==> config.mk <==
export PLATFORM = sky130hd
export DESIGN_NAME = ls_unit_flat
export DESIGN_NICKNAME = d
export VERILOG_FILES = /design/src/rtl/ls_unit_if.sv /design/src/rtl/ls_unit.sv /design/src/flat_wrapper.sv
export SDC_FILE = /design/constraint.sdc
export NUM_CORES = 1
export LEC_CHECK = 0
export ABC_AREA = 1
export CORE_MARGIN = 4
export CORE_UTILIZATION = 35
export DETAILED_ROUTE_END_ITERATION = 12
export PLACE_DENSITY = 0.71
export RECOVER_POWER = 100
export SLEW_MARGIN = 15
export SYNTH_ARGS = -nofsm -noshare
export SYNTH_HDL_FRONTEND = slang
export SYNTH_SLANG_ARGS = --single-unit
==> constraint.sdc <==
create_clock -name clk -period 2.4 [get_ports clk]
set_clock_uncertainty 0.15 [all_clocks]
set_input_delay 0.48 -clock clk [delete_from_list [all_inputs] [get_ports clk]]
set_output_delay 0.48 -clock clk [all_outputs]
set_load 0.01 [all_outputs]
==> src/rtl/ls_unit_if.sv <==
// Bundles the LSB-side, memory-controller and CDB signals of the load/store unit.
// master = the ls_unit itself, slave = the surrounding pipeline/controller.
// No storage; pure wiring with direction modports.
interface ls_unit_if #(
  parameter int ROB_W = 4,
  parameter int OP_W  = 6
);
  logic             enable_signal_from_lsb;
  logic [OP_W-1:0]  openum_from_lsb;
  logic [31:0]      mem_address_from_lsb;
  logic [31:0]      stored_data_from_lsb;
  logic [ROB_W-1:0] rob_id_from_lsb;
  logic             busy_signal_to_lsb;

  logic             mem_req_valid;
  logic             mem_req_wr;
  logic [31:0]      mem_req_addr;
  logic [31:0]      mem_req_data;
  logic [2:0]       mem_req_size;
  logic             mem_done;
  logic [31:0]      mem_rdata;

  logic             misbranch_flag;
  logic             valid_signal_to_cdb;
  logic [ROB_W-1:0] rob_id_to_cdb;
  logic [31:0]      result_to_cdb;

  modport master (
    input  enable_signal_from_lsb, openum_from_lsb, mem_address_from_lsb,
           stored_data_from_lsb, rob_id_from_lsb, mem_done, mem_rdata, misbranch_flag,
    output busy_signal_to_lsb, mem_req_valid, mem_req_wr, mem_req_addr, mem_req_data,
           mem_req_size, valid_signal_to_cdb, rob_id_to_cdb, result_to_cdb
  );

  modport slave (
    output enable_signal_from_lsb, openum_from_lsb, mem_address_from_lsb,
           stored_data_from_lsb, rob_id_from_lsb, mem_done, mem_rdata, misbranch_flag,
    input  busy_signal_to_lsb, mem_req_valid, mem_req_wr, mem_req_addr, mem_req_data,
           mem_req_size, valid_signal_to_cdb, rob_id_to_cdb, result_to_cdb
  );
endinterface

==> src/rtl/ls_unit.sv <==
// Load/store unit: one op at a time to the memory controller, loads formatted onto the CDB.
// Latency: request 1 cycle after accept; CDB result 1 cycle after mem_done.
// Backpressure: busy holds the LSB head; rdy low freezes everything. Option: LSU_STORE_ACK_EN.
module ls_unit #(
  parameter int ROB_W = 4,
  parameter int OP_W  = 6
) (
  input  logic      clk,
  input  logic      rst,
  input  logic      rdy,
  ls_unit_if.master bus
);

  localparam logic [OP_W-1:0] OPENUM_LB  = OP_W'(1);
  localparam logic [OP_W-1:0] OPENUM_LH  = OP_W'(2);
  localparam logic [OP_W-1:0] OPENUM_LW  = OP_W'(3);
  localparam logic [OP_W-1:0] OPENUM_LBU = OP_W'(4);
  localparam logic [OP_W-1:0] OPENUM_LHU = OP_W'(5);
  localparam logic [OP_W-1:0] OPENUM_SB  = OP_W'(6);
  localparam logic [OP_W-1:0] OPENUM_SH  = OP_W'(7);
  localparam logic [OP_W-1:0] OPENUM_SW  = OP_W'(8);
  localparam logic [ROB_W-1:0] ZERO_ROB  = '0;

  typedef enum logic [1:0] {IDLE, WAIT_MEM, ABORT} state_t;

  state_t           state_q, state_n;
  logic             busy_q, busy_n;
  logic             req_vld_q, req_vld_n;
  logic             req_wr_q, req_wr_n;
  logic [31:0]      req_addr_q, req_addr_n;
  logic [31:0]      req_data_q, req_data_n;
  logic [2:0]       req_size_q, req_size_n;
  logic [OP_W-1:0]  op_q, op_n;
  logic [ROB_W-1:0] rob_q, rob_n;
  logic             cdb_vld_q, cdb_vld_n;
  logic [ROB_W-1:0] cdb_rob_q, cdb_rob_n;
  logic [31:0]      cdb_res_q, cdb_res_n;

  logic [2:0]       dec_size;
  logic             dec_wr;
  logic [31:0]      load_fmt;

  always_comb begin
    dec_size = 3'd4;
    dec_wr   = 1'b0;
    case (bus.openum_from_lsb)
      OPENUM_LB, OPENUM_LBU: dec_size = 3'd1;
      OPENUM_LH, OPENUM_LHU: dec_size = 3'd2;
      OPENUM_SB: begin dec_size = 3'd1; dec_wr = 1'b1; end
      OPENUM_SH: begin dec_size = 3'd2; dec_wr = 1'b1; end
      OPENUM_SW: begin dec_size = 3'd4; dec_wr = 1'b1; end
      default:   dec_size = 3'd4;
    endcase
  end

  // Controller returns bytes in the low lanes; only extension is left to do here.
  always_comb begin
    load_fmt = bus.mem_rdata;
    case (op_q)
      OPENUM_LB:  load_fmt = {{24{bus.mem_rdata[7]}}, bus.mem_rdata[7:0]};
      OPENUM_LBU: load_fmt = {24'd0, bus.mem_rdata[7:0]};
      OPENUM_LH:  load_fmt = {{16{bus.mem_rdata[15]}}, bus.mem_rdata[15:0]};
      OPENUM_LHU: load_fmt = {16'd0, bus.mem_rdata[15:0]};
      default:    load_fmt = bus.mem_rdata;
    endcase
  end

  always_comb begin
    state_n    = state_q;
    busy_n     = busy_q;
    req_vld_n  = req_vld_q;
    req_wr_n   = req_wr_q;
    req_addr_n = req_addr_q;
    req_data_n = req_data_q;
    req_size_n = req_size_q;
    op_n       = op_q;
    rob_n      = rob_q;
    cdb_vld_n  = 1'b0;
    cdb_rob_n  = cdb_rob_q;
    cdb_res_n  = cdb_res_q;
    case (state_q)
      IDLE: begin
        if (bus.enable_signal_from_lsb && !bus.misbranch_flag) begin
          state_n    = WAIT_MEM;
          busy_n     = 1'b1;
          req_vld_n  = 1'b1;
          req_wr_n   = dec_wr;
          req_addr_n = bus.mem_address_from_lsb;
          req_data_n = bus.stored_data_from_lsb;
          req_size_n = dec_size;
          op_n       = bus.openum_from_lsb;
          rob_n      = bus.rob_id_from_lsb;
        end
      end
      WAIT_MEM: begin
        if (bus.mem_done) begin
          state_n   = IDLE;
          busy_n    = 1'b0;
          req_vld_n = 1'b0;
          if (!req_wr_q && !bus.misbranch_flag) begin
            cdb_vld_n = 1'b1;
            cdb_rob_n = rob_q;
            cdb_res_n = load_fmt;
          end
`ifdef LSU_STORE_ACK_EN
          else if (req_wr_q) begin
            cdb_vld_n = 1'b1;
            cdb_rob_n = rob_q;
            cdb_res_n = 32'd0;
          end
`endif
        end else if (bus.misbranch_flag && !req_wr_q) begin
          // The controller cannot cancel, so the request rides out to mem_done.
          state_n = ABORT;
        end
      end
      ABORT: begin
        if (bus.mem_done) begin
          state_n   = IDLE;
          busy_n    = 1'b0;
          req_vld_n = 1'b0;
        end
      end
      default: state_n = IDLE;
    endcase
  end

  always_ff @(posedge clk) begin
    if (!rst) begin
      state_q    <= IDLE;
      busy_q     <= 1'b0;
      req_vld_q  <= 1'b0;
      req_wr_q   <= 1'b0;
      req_addr_q <= 32'd0;
      req_data_q <= 32'd0;
      req_size_q <= 3'd0;
      op_q       <= '0;
      rob_q      <= ZERO_ROB;
      cdb_vld_q  <= 1'b0;
      cdb_rob_q  <= ZERO_ROB;
      cdb_res_q  <= 32'd0;
    end else if (rdy) begin
      state_q    <= state_n;
      busy_q     <= busy_n;
      req_vld_q  <= req_vld_n;
      req_wr_q   <= req_wr_n;
      req_addr_q <= req_addr_n;
      req_data_q <= req_data_n;
      req_size_q <= req_size_n;
      op_q       <= op_n;
      rob_q      <= rob_n;
      cdb_vld_q  <= cdb_vld_n;
      cdb_rob_q  <= cdb_rob_n;
      cdb_res_q  <= cdb_res_n;
    end
  end

  assign bus.busy_signal_to_lsb  = busy_q;
  assign bus.mem_req_valid       = req_vld_q;
  assign bus.mem_req_wr          = req_wr_q;
  assign bus.mem_req_addr        = req_addr_q;
  assign bus.mem_req_data        = req_data_q;
  assign bus.mem_req_size        = req_size_q;
  assign bus.valid_signal_to_cdb = cdb_vld_q;
  assign bus.rob_id_to_cdb       = cdb_rob_q;
  assign bus.result_to_cdb       = cdb_res_q;

endmodule

==> src/flat_wrapper.sv <==
// flat-port wrapper written by rule: the top's interface ports become plain ports
module ls_unit_flat 
#(
  parameter int ROB_W = 4,
  parameter int OP_W  = 6
)
  (clk, rst, rdy, bus_enable_signal_from_lsb, bus_openum_from_lsb, bus_mem_address_from_lsb, bus_stored_data_from_lsb, bus_rob_id_from_lsb, bus_mem_done, bus_mem_rdata, bus_misbranch_flag, bus_busy_signal_to_lsb, bus_mem_req_valid, bus_mem_req_wr, bus_mem_req_addr, bus_mem_req_data, bus_mem_req_size, bus_valid_signal_to_cdb, bus_rob_id_to_cdb, bus_result_to_cdb);
  ls_unit_if #(.ROB_W(ROB_W), .OP_W(OP_W)) bus_i ();
  input  logic clk;
  input  logic rst;
  input  logic rdy;
  input wire logic [$bits(bus_i.enable_signal_from_lsb)-1:0] bus_enable_signal_from_lsb;
  input wire logic [$bits(bus_i.openum_from_lsb)-1:0] bus_openum_from_lsb;
  input wire logic [$bits(bus_i.mem_address_from_lsb)-1:0] bus_mem_address_from_lsb;
  input wire logic [$bits(bus_i.stored_data_from_lsb)-1:0] bus_stored_data_from_lsb;
  input wire logic [$bits(bus_i.rob_id_from_lsb)-1:0] bus_rob_id_from_lsb;
  input wire logic [$bits(bus_i.mem_done)-1:0] bus_mem_done;
  input wire logic [$bits(bus_i.mem_rdata)-1:0] bus_mem_rdata;
  input wire logic [$bits(bus_i.misbranch_flag)-1:0] bus_misbranch_flag;
  output wire logic [$bits(bus_i.busy_signal_to_lsb)-1:0] bus_busy_signal_to_lsb;
  output wire logic [$bits(bus_i.mem_req_valid)-1:0] bus_mem_req_valid;
  output wire logic [$bits(bus_i.mem_req_wr)-1:0] bus_mem_req_wr;
  output wire logic [$bits(bus_i.mem_req_addr)-1:0] bus_mem_req_addr;
  output wire logic [$bits(bus_i.mem_req_data)-1:0] bus_mem_req_data;
  output wire logic [$bits(bus_i.mem_req_size)-1:0] bus_mem_req_size;
  output wire logic [$bits(bus_i.valid_signal_to_cdb)-1:0] bus_valid_signal_to_cdb;
  output wire logic [$bits(bus_i.rob_id_to_cdb)-1:0] bus_rob_id_to_cdb;
  output wire logic [$bits(bus_i.result_to_cdb)-1:0] bus_result_to_cdb;
  assign bus_i.enable_signal_from_lsb = bus_enable_signal_from_lsb;
  assign bus_i.openum_from_lsb = bus_openum_from_lsb;
  assign bus_i.mem_address_from_lsb = bus_mem_address_from_lsb;
  assign bus_i.stored_data_from_lsb = bus_stored_data_from_lsb;
  assign bus_i.rob_id_from_lsb = bus_rob_id_from_lsb;
  assign bus_i.mem_done = bus_mem_done;
  assign bus_i.mem_rdata = bus_mem_rdata;
  assign bus_i.misbranch_flag = bus_misbranch_flag;
  assign bus_busy_signal_to_lsb = bus_i.busy_signal_to_lsb;
  assign bus_mem_req_valid = bus_i.mem_req_valid;
  assign bus_mem_req_wr = bus_i.mem_req_wr;
  assign bus_mem_req_addr = bus_i.mem_req_addr;
  assign bus_mem_req_data = bus_i.mem_req_data;
  assign bus_mem_req_size = bus_i.mem_req_size;
  assign bus_valid_signal_to_cdb = bus_i.valid_signal_to_cdb;
  assign bus_rob_id_to_cdb = bus_i.rob_id_to_cdb;
  assign bus_result_to_cdb = bus_i.result_to_cdb;
  ls_unit #(.ROB_W(ROB_W), .OP_W(OP_W)) u_core (.clk(clk), .rst(rst), .rdy(rdy), .bus(bus_i));
endmodule
# After elaboration in Yosys (flattened, before gate mapping)
# Index checks and enable logic that the tools add are counted.
# word_totals
reg_bits	118
output_inout_bits	107
inputBits	112
# op_classes
n_reduce_logical	15
n_mux	14
eq_ne	17
# op_table
operator	n
$pmux 32 s4	1
$eq 6x3->1 const B	6
$eq 6x1->1 const B	2
$eq 6x2->1 const B	2
$reduce_and 4->1	3
$reduce_or 3->1	3
$mux 2	4
$eq 6x4->1 const B	1
$mux 1	6
$pmux 2 s3	1
$pmux 3 s2	1
$ne 2x1->1 const B	2
$logic_and 1x1->1	3
$ne 3x2->1 const B	1
$reduce_and 3->1	1
$eq 2x1->1 const B	1
$eq 2x2->1 const B	1
$logic_not 1->1	2
$logic_not 2->1	1
$ne 2x2->1 const B	1
$pmux 1 s2	1
$reduce_bool 2->1	1
$reduce_or 2->1	1

# Depth between registers and ports, before layout
# logic_depth
word_depth	5
ltp_mapped	9
mapped_depth_nobuf	8

# Worst setup path before layout
# OpenSTA, ideal clock, no wires.
# synth_path
kind	reg-to-reg
from	reg u_core.state_q[0]
to	reg u_core.req_size_q[2] (netlist: u_core.bus.mem_req_size[2])
setup_slack_ps	750
path_buffers	2
arrival_ps	1430
path_stages_with_launch	8
path_cell_list	dfxtp_1 inv_1 ha_1 nand4_1 buf_2 clkbuf_1 nand2_1 a21oi_1
# synth_between
elab_chain_cells	2
# synth_lines
element	line	source
start, declared	ls_unit.sv:26	state_t state_q, state_n;
start signal, assigned	ls_unit.sv:143	state_q <= state_n;
$logic_not 2->1	ls_unit.sv:81	case (state_q)
$reduce_and 3->1 (no source line)	n/a	
end signal, assigned	ls_unit.sv:149	req_size_q <= req_size_n;
end, declared	ls_unit.sv:32	logic [2:0] req_size_q, req_size_n;
# Every way passes these cells.
# A chain may end at the register's enable or synchronous reset.

# Worst setup path after layout
# layout_path
from	in rdy
to	reg u_core.cdb_res_q[28] (netlist: u_core.bus.result_to_cdb[28])
# layout_between
elab_chain_cells	1
# layout_lines
element	line	source
start, declared	flat_wrapper.sv:11	input logic rdy;
$reduce_and 4->1 (no source line)	n/a	
end signal, assigned	ls_unit.sv:154	cdb_res_q <= cdb_res_n;
end, declared	ls_unit.sv:37	logic [31:0] cdb_res_q, cdb_res_n;
# Every way passes these cells.

==> flow_summary.yaml <==
status:
  status: "finished clean"
die:
  die-area_sq_um: 14400
  pin_count: 219
  rows: 40
  die_x_um: 120
  die_h_um: 120
  fp.coreArea_sq_um: 12200
  start_util_pct: 36.1
clocking:
  htreeDepth: 4
  ctsResizeCount: 0
  cts_tree: "yes"
  cts_setup_buffers: 0
  path_clk_slew_ns: 0.05
  clkLatencyLatePin_ns: 0.40
  cts.sink_count: 118
  cts_root_buf: "clkbuf_16"
  clockBufferDepth: 2
  ctsHoldBuffers: 0
  cts_buffers: 17
global_route:
  grt_start_max_net_pins: 113
  grt_pass1_vias: 4235
  grt_pass1_wl_um: 20600
  grt_antenna_before_repair: 0
  grt-ovfl-total: 0
  grt_usage_pct: 17.6
yosys:
  synth_area_leaders: "dfxtp_1 54%, nor2_1 16%, o21ai_0 13%"
  ys_seq_area_share_pct: 53.8
  synthesis.nets: 693
  synth_cell_types: 21
  ys_warn_count: 0
  syn_avg_cell_area_sq_um: 7.62
  synth_area_leader_cell: "dfxtp_1"
  ys_seq_elements: 118
  netlist_instances: 576
  netlist.area_leader.share_pct: 53.8
  netlist_area_sq_um: 4390
routing:
  vias_per_cell: 4.64
  routed_wirelength_um: 13300
  vias: 4476
  postRouteAntennaNets: 0
  wl_per_cell_um: 13.8
  drt_pass1_iterations: 5
  drc_errors: 0
  drtIter0Drc: 256
placed_design:
  port_buffers: 218
  dp.cells: 933
  dp_hpwl_um: 9680
  place.gp.congestion: 0.745
critical_path:
  r2r.worst_path.cells: 7
  crit_path_end_kind: "flop"
  r2r_setup_slack_ns: 0.30
  critPathKind: "primary input to flop"
  worstPathRequired_ns: 2.52
  rr_startpoint: "u_core.state_q[1]"
  critPathLaunchType: "primary input"
  path_max_fanout: 16
  cp.arrival_ns: 2.22
  r2r_end: "u_core.bus.result_to_cdb[28]"
hold_path:
  hold_class: "flop to flop"
  whs_endpoint: "u_core.bus.result_to_cdb[7]"
  hold_path.startpoint: "u_core.bus.result_to_cdb[7]"
  whs_path_depth: 2
layout:
  syn_to_final_growth_pct: 66.8
  antenna_cells: 0
  layout-drive-gt1-share_pct: 5.15
  post-route-util_pct: 60.2
  final_common_cell: "nor2_1"
  layout_common_cells: "185 x nor2_1, 118 x dfxtp_1, 110 x o21ai_0, 110 x clkdlybuf4s50_1, 107 x dlygate4sd3_1"
  final_cells: 964
  fin_nets: 901
power_and_ir_drop:
  swShare_pct: 22.6
  power.switching_mw: 1.25
  pwr-share-comb_pct: 12.8
  clkPwrFrac_pct: 49.2
  p_int_mw: 4.30
  leakage_nw: 3.21
  p_seq_share_pct: 38.0
  p_per_area_nw_per_um2: 759
  ir_drop_mv: 0.322
timing:
  tightest_slew_ns: 0.981
  slew_headroom_pct: 34.3
  finalCritPeriodShare_pct: 87.4
  drv_slew: 0
  min_period_ns: 2.10
  setup_tns_ns: 0
  hold_violations: 0
  rsz0062_at_grt: "no"
  finalSetupViolations: 0
  fmax_mhz: 477
job:
  cap_viol_max_count: 0
cells in the mapped netlist (all sizes together):
cell type and instances:
a21oi 35, buf 15, clkbuf 21, dfxtp 118
ha 5, inv 21, nand2 46, nand3 9
nand3b 1, nand4 4, nor2 186, nor3 2
o21ai 113
how the worst max path moves through the flow:
stage	endpoint	from	depth (start not counted)	slack, ns
finish	u_core.bus.result_to_cdb[28]	rdy	6	0.30
global route	u_core.bus.result_to_cdb[28]	u_core.state_q[1]	7	0.15
CTS	bus_mem_req_wr	u_core.bus.mem_req_wr	1	0.36
detailed placement	u_core.bus.result_to_cdb[28]	rdy	6	0.13
global placement	u_core.bus.result_to_cdb[20]	rdy	6	0.19
floorplan	u_core.bus.mem_req_size[2]	u_core.state_q[0]	7	0.75
routing by layer:
layer | global-route usage [%] | routed length [um]
met2 | 31.3 | 6900
met4 | 7.16 | 201
met3 | 6.13 | 954
met5 | 0 | 0
met1 | 19.0 | 5260
cells by family (layout without fill, tap and decap cells):
logic type	after synthesis	after routing	synth area share [%]
simple gates	248	248	22.3
compound gates	148	148	16.9
flops	118	118	53.8
buf+inv	57	277	5.59
fa+ha+maj	5	5	1.43
power groups by stage:
stage	registers [mW]	clock network [mW]	logic, mW
after floorplan	2.20	0	0.275
after global placement	2.15	0	0.736
after detailed placement	2.16	0	0.754
after CTS	2.12	2.79	0.759
after global routing	2.13	2.87	0.781
final	2.11	2.73	0.711
flip-flops by register name, summed over array words and instances (netlist names), 2 cells and up:
signal	count
u_core.bus.mem_req_size	3
u_core.bus.mem_req_addr	32
u_core.state_q	2
u_core.bus.result_to_cdb	32
u_core.rob_q	4
u_core.bus.rob_id_to_cdb	4
u_core.bus.mem_req_data	32
u_core.op_q	6
layout make-up:
type / instances / area (sq um)
Sequential cell: 118 / 2360
Clock inverter: 13 / 205
Timing Repair Buffer: 225 / 2250
Fill cell: 1090 / 4840
Multi-Input combinational cell: 401 / 1780
Tap cell: 168 / 210
Inverter: 21 / 78.8
Clock buffer: 18 / 439
worst max-delay path, stage by stage:
cell and delay (ns):
clkdlybuf4s50_1 0.54, nand2_1 0.07, nor3_1 0.49, nand2_4 0.18, nor2_4 0.33, a21oi_1 0.13
stage by stage:
| stage | total power, mW | area, sq um | hold WS (ns) | worst slack [ns] |
|---|---|---|---|---|
| final | 5.56 | 7320 | 0.317 | 0.301 |
| after global routing | 5.78 | 7320 | 0.321 | 0.154 |
| after CTS | 5.67 | 7360 | 0.315 | 0.361 |
| after detailed placement | 2.91 | 6720 | 0.307 | 0.127 |
| after global placement | 2.89 | 6720 | 0.301 | 0.190 |
| after floorplan | 2.47 | 4390 | 0.295 | 0.750 |
No activity file was read; power rests on OpenSTA's default activity.
